==> src/rtl/rr_mux_arbiter.sv <==
// rr_mux_arbiter: round-robin arbiter sharing one W-bit channel between N
// requesters, with a registered valid/ready output stage.
//
// Ports:
//   clk        clock, rising edge
//   rst        synchronous active-high reset
//   req        per-requester request (N)
//   in         packed payloads, requester i at in[i*W +: W]
//   ack        combinational one-hot: word of requester i captured this cycle
//   out_data   registered payload of the granted requester
//   out_sel    registered index of the requester whose word is in out_data
//   out_valid  out_data/out_sel hold an unaccepted word
//   out_ready  downstream accepts when out_valid && out_ready
module rr_mux_arbiter #(
    parameter int unsigned W = 32,
    parameter int unsigned N = 2
) (
    input  logic                   clk,
    input  logic                   rst,
    input  logic [N-1:0]           req,
    input  logic [N*W-1:0]         in,
    output logic [N-1:0]           ack,
    output logic [W-1:0]           out_data,
    output logic [$clog2(N)-1:0]   out_sel,
    output logic                   out_valid,
    input  logic                   out_ready
);

    localparam int unsigned SW  = $clog2(N);
    localparam int unsigned SW1 = SW + 1;

    logic [SW-1:0] ptr_q, ptr_d;
    logic          out_valid_q, out_valid_d;
    logic [W-1:0]  out_data_q, out_data_d;
    logic [SW-1:0] out_sel_q, out_sel_d;

    logic          can_load;
    logic          grant_vld;
    logic [SW-1:0] grant_idx;
    logic [W-1:0]  grant_word;
    logic [SW:0]   idx_sum;

    // Capture allowed when the buffer is empty or being drained this cycle
    assign can_load = !out_valid_q || out_ready;

    // Scan from ptr upward, wrapping modulo N (one extra bit avoids overflow)
    always_comb begin
        grant_vld = 1'b0;
        grant_idx = '0;
        idx_sum   = '0;
        if (can_load && !rst) begin
            for (int unsigned k = 0; k < N; k++) begin
                idx_sum = {1'b0, ptr_q} + SW1'(k);
                if (idx_sum >= SW1'(N)) begin
                    idx_sum = idx_sum - SW1'(N);
                end
                if (!grant_vld && req[idx_sum[SW-1:0]]) begin
                    grant_vld = 1'b1;
                    grant_idx = idx_sum[SW-1:0];
                end
            end
        end
    end

    // Shared word mux driven by the grant index
    always_comb begin
        grant_word = '0;
        for (int unsigned i = 0; i < N; i++) begin
            if (grant_idx == SW'(i)) begin
                grant_word = in[i*W +: W];
            end
        end
    end

    // One-hot acknowledge for the winning requester
    always_comb begin
        ack = '0;
        if (grant_vld) begin
            ack[grant_idx] = 1'b1;
        end
    end

    // Output buffer and pointer next state
    always_comb begin
        ptr_d       = ptr_q;
        out_valid_d = out_valid_q;
        out_data_d  = out_data_q;
        out_sel_d   = out_sel_q;
        if (grant_vld) begin
            out_valid_d = 1'b1;
            out_data_d  = grant_word;
            out_sel_d   = grant_idx;
            ptr_d       = (grant_idx == SW'(N - 1)) ? '0 : SW'(grant_idx + SW'(1));
        end else if (out_ready) begin
            // Either accepted with nothing to replace it, or already empty
            out_valid_d = 1'b0;
        end
    end

    always_ff @(posedge clk) begin
        if (rst) begin
            ptr_q       <= '0;
            out_valid_q <= 1'b0;
            out_data_q  <= '0;
            out_sel_q   <= '0;
        end else begin
            ptr_q       <= ptr_d;
            out_valid_q <= out_valid_d;
            out_data_q  <= out_data_d;
            out_sel_q   <= out_sel_d;
        end
    end

    assign out_valid = out_valid_q;
    assign out_data  = out_data_q;
    assign out_sel   = out_sel_q;

endmodule

==> config.mk <==
export PLATFORM = sky130hd
export DESIGN_NAME = rr_mux_arbiter
export DESIGN_NICKNAME = d
export VERILOG_FILES = /design/src/rtl/rr_mux_arbiter.sv
export SDC_FILE = /design/constraint.sdc
export NUM_CORES = 1
export LEC_CHECK = 0
export CORE_ASPECT_RATIO = 1.25
export CORE_MARGIN = 3
export CORE_UTILIZATION = 39
export DETAILED_ROUTE_END_ITERATION = 8
export GPL_ROUTABILITY_DRIVEN = 0
export PLACE_DENSITY = 0.94
export SYNTH_ARGS = -nofsm -noshare
export SYNTH_HDL_FRONTEND = slang
export SYNTH_SLANG_ARGS = --single-unit
==> constraint.sdc <==
create_clock -name clk -period 2.4 [get_ports clk]
set_input_delay 0.24 -clock clk [delete_from_list [all_inputs] [get_ports clk]]
set_output_delay 0.24 -clock clk [all_outputs]
set_load 0.005 [all_outputs]
== Word level (Yosys, flattened, before mapping) ==
Cells that the tools add are included.

* Input port bits: 69
* Word-level logic and storage cells: 44
* Output and inout port bits: 36
* Register bits: 35

* $lt $le $gt $ge: 6
* Add/sub/neg operators: 4
* Mux-type cells: 22
* Reductions and logical operators: 8

{| class="wikitable"
|+ Operators with widths
! cell !! number
|-
| 2-to-1 mux 32 bit || 1
|-
| 2-to-1 mux 1 bit || 19
|-
| less-than comparator 1 x 2 -> 1 bit (second input constant) || 3
|-
| logical AND 1 bit || 3
|-
| zero test 1 bit || 3
|-
| adder 1 x 1 -> 2 bit (second input constant) || 1
|-
| >= comparator 1 x 2 -> 1 bit (second input constant) || 1
|-
| >= comparator 2 bit (second input constant) || 1
|-
| 2-to-1 mux 2 bit || 1
|-
| nonzero test 2 bit || 1
|-
| subtractor 1 bit (second input constant) || 2
|-
| adder 1 bit (second input constant) || 1
|-
| demux 1 bit (select 1 bit) || 1
|-
| >= comparator 1 bit (second input constant) || 1
|-
| logical OR 1 bit || 1
|}

== Logic depth before layout (Yosys ltp) ==
* Depth in word-level cells: 17
* Gate-level depth with buffers: 6
* Mapped depth without buffers: 3

== Worst setup path after synthesis ==
No wires, ideal clock.

* Kind: register -> register
* From: register out_valid_q, in the netlist out_valid
* To: register out_data_q[13], in the netlist out_data[13]
* Path slack: 1.009 ns
* Cell stages (with the launch flop): 7
* Period minus slack after synthesis: 1.391 ns
* Data required time: 2.278 ns
* Buffers on the path: 3
* Setup time: 0.122 ns
* Arrival: 1.269 ns
* Cells stage by stage: dfxtp_1 nand2b_1 buf_6 and3_1 buf_6 buf_6 a221o_1

* Cells in the longest elaborated chain, start to end: 5
* Elaborated cells on any way between the ends: 6
* Those cells by class: 3 x mux; 3 x reduce/logical

{| class="wikitable"
|+ Ends and longest elaborated chain
! element !! line !! RTL
|-
| start, declared || 33 || <nowiki>logic out_valid_q, out_valid_d;</nowiki>
|-
| start signal, assigned || 108 || <nowiki>out_valid_q <= out_valid_d;</nowiki>
|-
| zero test 1 bit (*) || 44 || <nowiki>assign can_load = !out_valid_q || out_ready;</nowiki>
|-
| logical OR 1 bit (*) || 44 ||
|-
| logical AND 1 bit (*) || 51 || <nowiki>if (can_load && !rst) begin</nowiki>
|-
| 2-to-1 mux 1 bit || 51 ||
|-
| 2-to-1 mux 32 bit || 69 || <nowiki>if (grant_idx == SW'(i)) begin</nowiki>
|-
| end signal, assigned || 109 || <nowiki>out_data_q <= out_data_d;</nowiki>
|-
| end, declared || 34 || <nowiki>logic [W-1:0] out_data_q, out_data_d;</nowiki>
|}

Mark *: on every way between the ends. The rest lies on a longest branch, timed or not.
A chain may end at the register's enable or synchronous reset.

== Worst setup path after layout ==
* From: input out_ready
* To: output ack[1]

* Cells in the longest elaborated chain, start to end: 8
* Elaborated cells on any way between the ends: 10
* Those cells by class: 2 x order compare; 5 x mux; 3 x reduce/logical

{| class="wikitable"
|+ Ends and longest elaborated chain
! element !! line !! RTL
|-
| start, declared || 26 || <nowiki>input logic out_ready</nowiki>
|-
| logical OR 1 bit (*) || 44 ||
|-
| logical AND 1 bit (*) || 51 ||
|-
| 2-to-1 mux 1 bit || 51 ||
|-
| less-than comparator 1 x 2 -> 1 bit (not written as such) / >= comparator 1 bit (equally long branches) || 79 || <nowiki>ack[grant_idx] = 1'b1;</nowiki>
|-
| logical AND 1 bit (not written as such) || 79 ||
|-
| 2-to-1 mux 1 bit (not written as such) || 79 ||
|-
| demux 1 bit (select 1 bit) || 79 ||
|-
| 2-to-1 mux 2 bit (*) || 78 || <nowiki>if (grant_vld) begin</nowiki>
|-
| end, declared || 22 || <nowiki>output logic [N-1:0] ack,</nowiki>
|}

Marks and branches as above.

==> run summary <==
Status -> finished clean
Critical path's largest stage delay -> 0.56 ns
Vias per cell -> 5.27
Synth Area in Compound Gates -> 0.378
Cell row count -> 25
Detailed placement HPWL -> 3940 um
Area growth from synthesis to layout -> 67.7%
Warnings from Yosys -> 0
Die H -> 78.2 um
Max Freq -> 0.501 GHz
Area of the multi-input gates -> 657 um^2
Critical Path Start Type -> input port
CTS root buf -> clkbuf_8
EDFF count, synth -> 0
Setup TNS -> 0 ns
I/O Buffers -> 104
CP Class -> in -> out
Nets -> 333
Die area -> 0.00499 mm^2
Worst path slowest cell -> clkdlybuf4s50_1
Mapped cell area -> 0.00163 mm^2
First drt pass iteration count -> 5
Slew HR -> 0.741
Syn Area/Cell -> 9.86 um^2
Post-synth top area share -> 0.431
Final Cycle Share -> 0.831
CP delay by family, top -> buffers and inverters
Crit. End Element -> primary output
PD cells -> 526 mW/mm^2
Synth area leader -> dfxtp_1
Worst Hold Class -> reg -> reg
Post-synthesis sequential area ratio -> 0.431
Core region area -> 0.00391 mm^2
Largest family of logic cells by synthesized area -> compound AO/OA/AOI/OAI gates
# H-tree levels -> 2
Initial Utilization -> 0.416
# setup viols final -> 0
Hold Fails Final Rpt -> 0
Top_reg_cell synth -> dfxtp_1
# DRC -> 0
WL final -> 5370 um
Antenna Violating Nets Remaining -> 0
Inserted Clock Buffers -> 5
CTS sink cnt -> 35
Hold-fix buffers at CTS -> 0
Worst endpoint required time -> 2.16 ns
Largest net degree at the start of global routing -> 35
Buf/Inv on CP -> 2
# diodes -> 0
Filler instances -> 308
Post-Synth Adder-Cell Area -> 0
Vias -> 1681
Leak -> 0.994 nW
Commonest cells post-synth -> 35 x dfxtp_1, 34 x inv_1, 32 x a211oi_1, 32 x a221o_1, 9 x buf_6
Most used cell, CP -> clkdlybuf4s50_1
CP arrival -> 1.76 ns
Global-route total usage across every layer -> 0.219
Synthesized-area fraction occupied by and/or/nand/nor cells -> 0.0254
IR drop worst, VDD -> 0.335 mV
Wire per inst -> 16.8 um
Register area -> 701 um^2
Top post-synthesis cells by area -> dfxtp_1 43%, a221o_1 20%, a211oi_1 15%
Xor/xnor share of the synthesized area -> 0
Async SR Flop Fraction -> 0
Synthesized instance count -> 165
1st-iter DRT viols -> 125
Crit-path max FO -> 3
Top-count cell post-synth -> dfxtp_1
Maximum root-to-sink buffer count -> 2
Pins Over Slew Limit -> 0
Later-pin clock latency in the skew report -> 0.27 ns
First-pass GRT wire length -> 8580 um
Multiplexer area fraction after synthesis -> 0
Tot Pwr -> 1.44 mW
Crit path cell chain -> clkdlybuf4s50_1, and2b_4, a2111oi_4, clkdlybuf4s50_1
Vias in the first global route -> 1696
Post-CTS Setup Bufs -> 0
Clock Skews -> 0.00215 ns
Syn nets -> 234
Post-synth cell types -> 17
CTS clock-pin slew for the worst setup and hold paths -> 0.07 ns
Total of max-cap violations -> 0
Initial antenna violation count -> 0
Die X -> 63.8 um
Share of layout cells above drive strength 1 -> 0.0566
TritonCTS clock tree -> done
RSZ-0062 raised after global routing -> false
Slew @ Worst Pin -> 0.388 ns
CTS resizes -> 0
GR Overflow Total -> 0
Tmin final -> 2.00 ns
Yosys reg bits -> 35
I/O pins -> 105
==> metal layers <==
layer  share of wire  track usage
met1            0.41        0.259
met2            0.53        0.386
met3           0.043       0.0401
met4           0.025       0.0907
met5               0            0
==> worst paths after layout <==
kind / slack (ns) / to / from / cells past startpoint
setup / recovery: 0.40 / ack[1] / out_ready / 4
hold / removal: 0.45 / out_sel$_SDFFE_PP0P_ / out_sel$_SDFFE_PP0P_ / 1
setup reg to reg: 0.90 / out_data[18]$_SDFFE_PP0P_ / out_valid$_SDFFE_PP0P_ / 4
hold reg to reg: 0.45 / out_sel$_SDFFE_PP0P_ / out_sel$_SDFFE_PP0P_ / 1
==> sequential cells by signal, summed over array words and instances (netlist names) <==
signal and cells:
out_sel 1, out_data 32, out_valid 1, ptr_q 1
==> cell usage in the layout (no fill, tap or decap), types with 2 or more instances in the layout <==
| cell | Yosys | layout |
|---|---|---|
| nor2_1 | 2 | 2 |
| a211oi_1 | 32 | 32 |
| a21oi_1 | 3 | 3 |
| clkdlybuf4s50_1 | 0 | 104 |
| buf_4 | 0 | 7 |
| a221o_1 | 32 | 32 |
| clkbuf_8 | 0 | 5 |
| clkbuf_1 | 8 | 2 |
| dfxtp_1 | 35 | 35 |
| inv_1 | 34 | 34 |
==> cell families (layout without fill, tap and decap cells) <==
| kind of cell | count (synthesis) | count (layout) |
|---|---|---|
| AND/OR/NAND/NOR | 7 | 7 |
| AO/OA/AOI/OAI | 70 | 70 |
| flip-flops | 35 | 35 |
| buffers and inverters | 53 | 153 |
==> power breakdown <==
group | internal, mW | switching (mW)
Combinational | 0.241 | 0.128
Clock | 0.204 | 0.202
Sequential | 0.633 | 0.0274
==> per-stage QoR <==
stage | std cells | setup slack (ns) | hold WS (ns) | instance area [um^2] | utilization
after global routing | 319 | 0.300 | 0.491 | 2730 | 0.698
after floorplan | 165 | 1.01 | 0.378 | 1630 | -
after CTS | 319 | 0.380 | 0.457 | 2730 | 0.698
after global placement | 311 | 0.385 | 0.439 | 2650 | 0.677
final | 319 | 0.405 | 0.453 | 2730 | 0.698
after detailed placement | 311 | 0.390 | 0.440 | 2650 | 0.677
==> cell type report <==
| class | count | area share |
|---|---|---|
| flip-flops and latches | 35 | 0.257 |
| inverters | 34 | 0.0468 |
| clock buffers | 7 | 0.0280 |
| multi-input cells | 77 | 0.241 |
| well taps | 54 | 0.0248 |
| repair buffers | 111 | 0.401 |
| clock inverters | 1 | 0.00183 |
No activity file was read; power rests on OpenSTA's default activity.
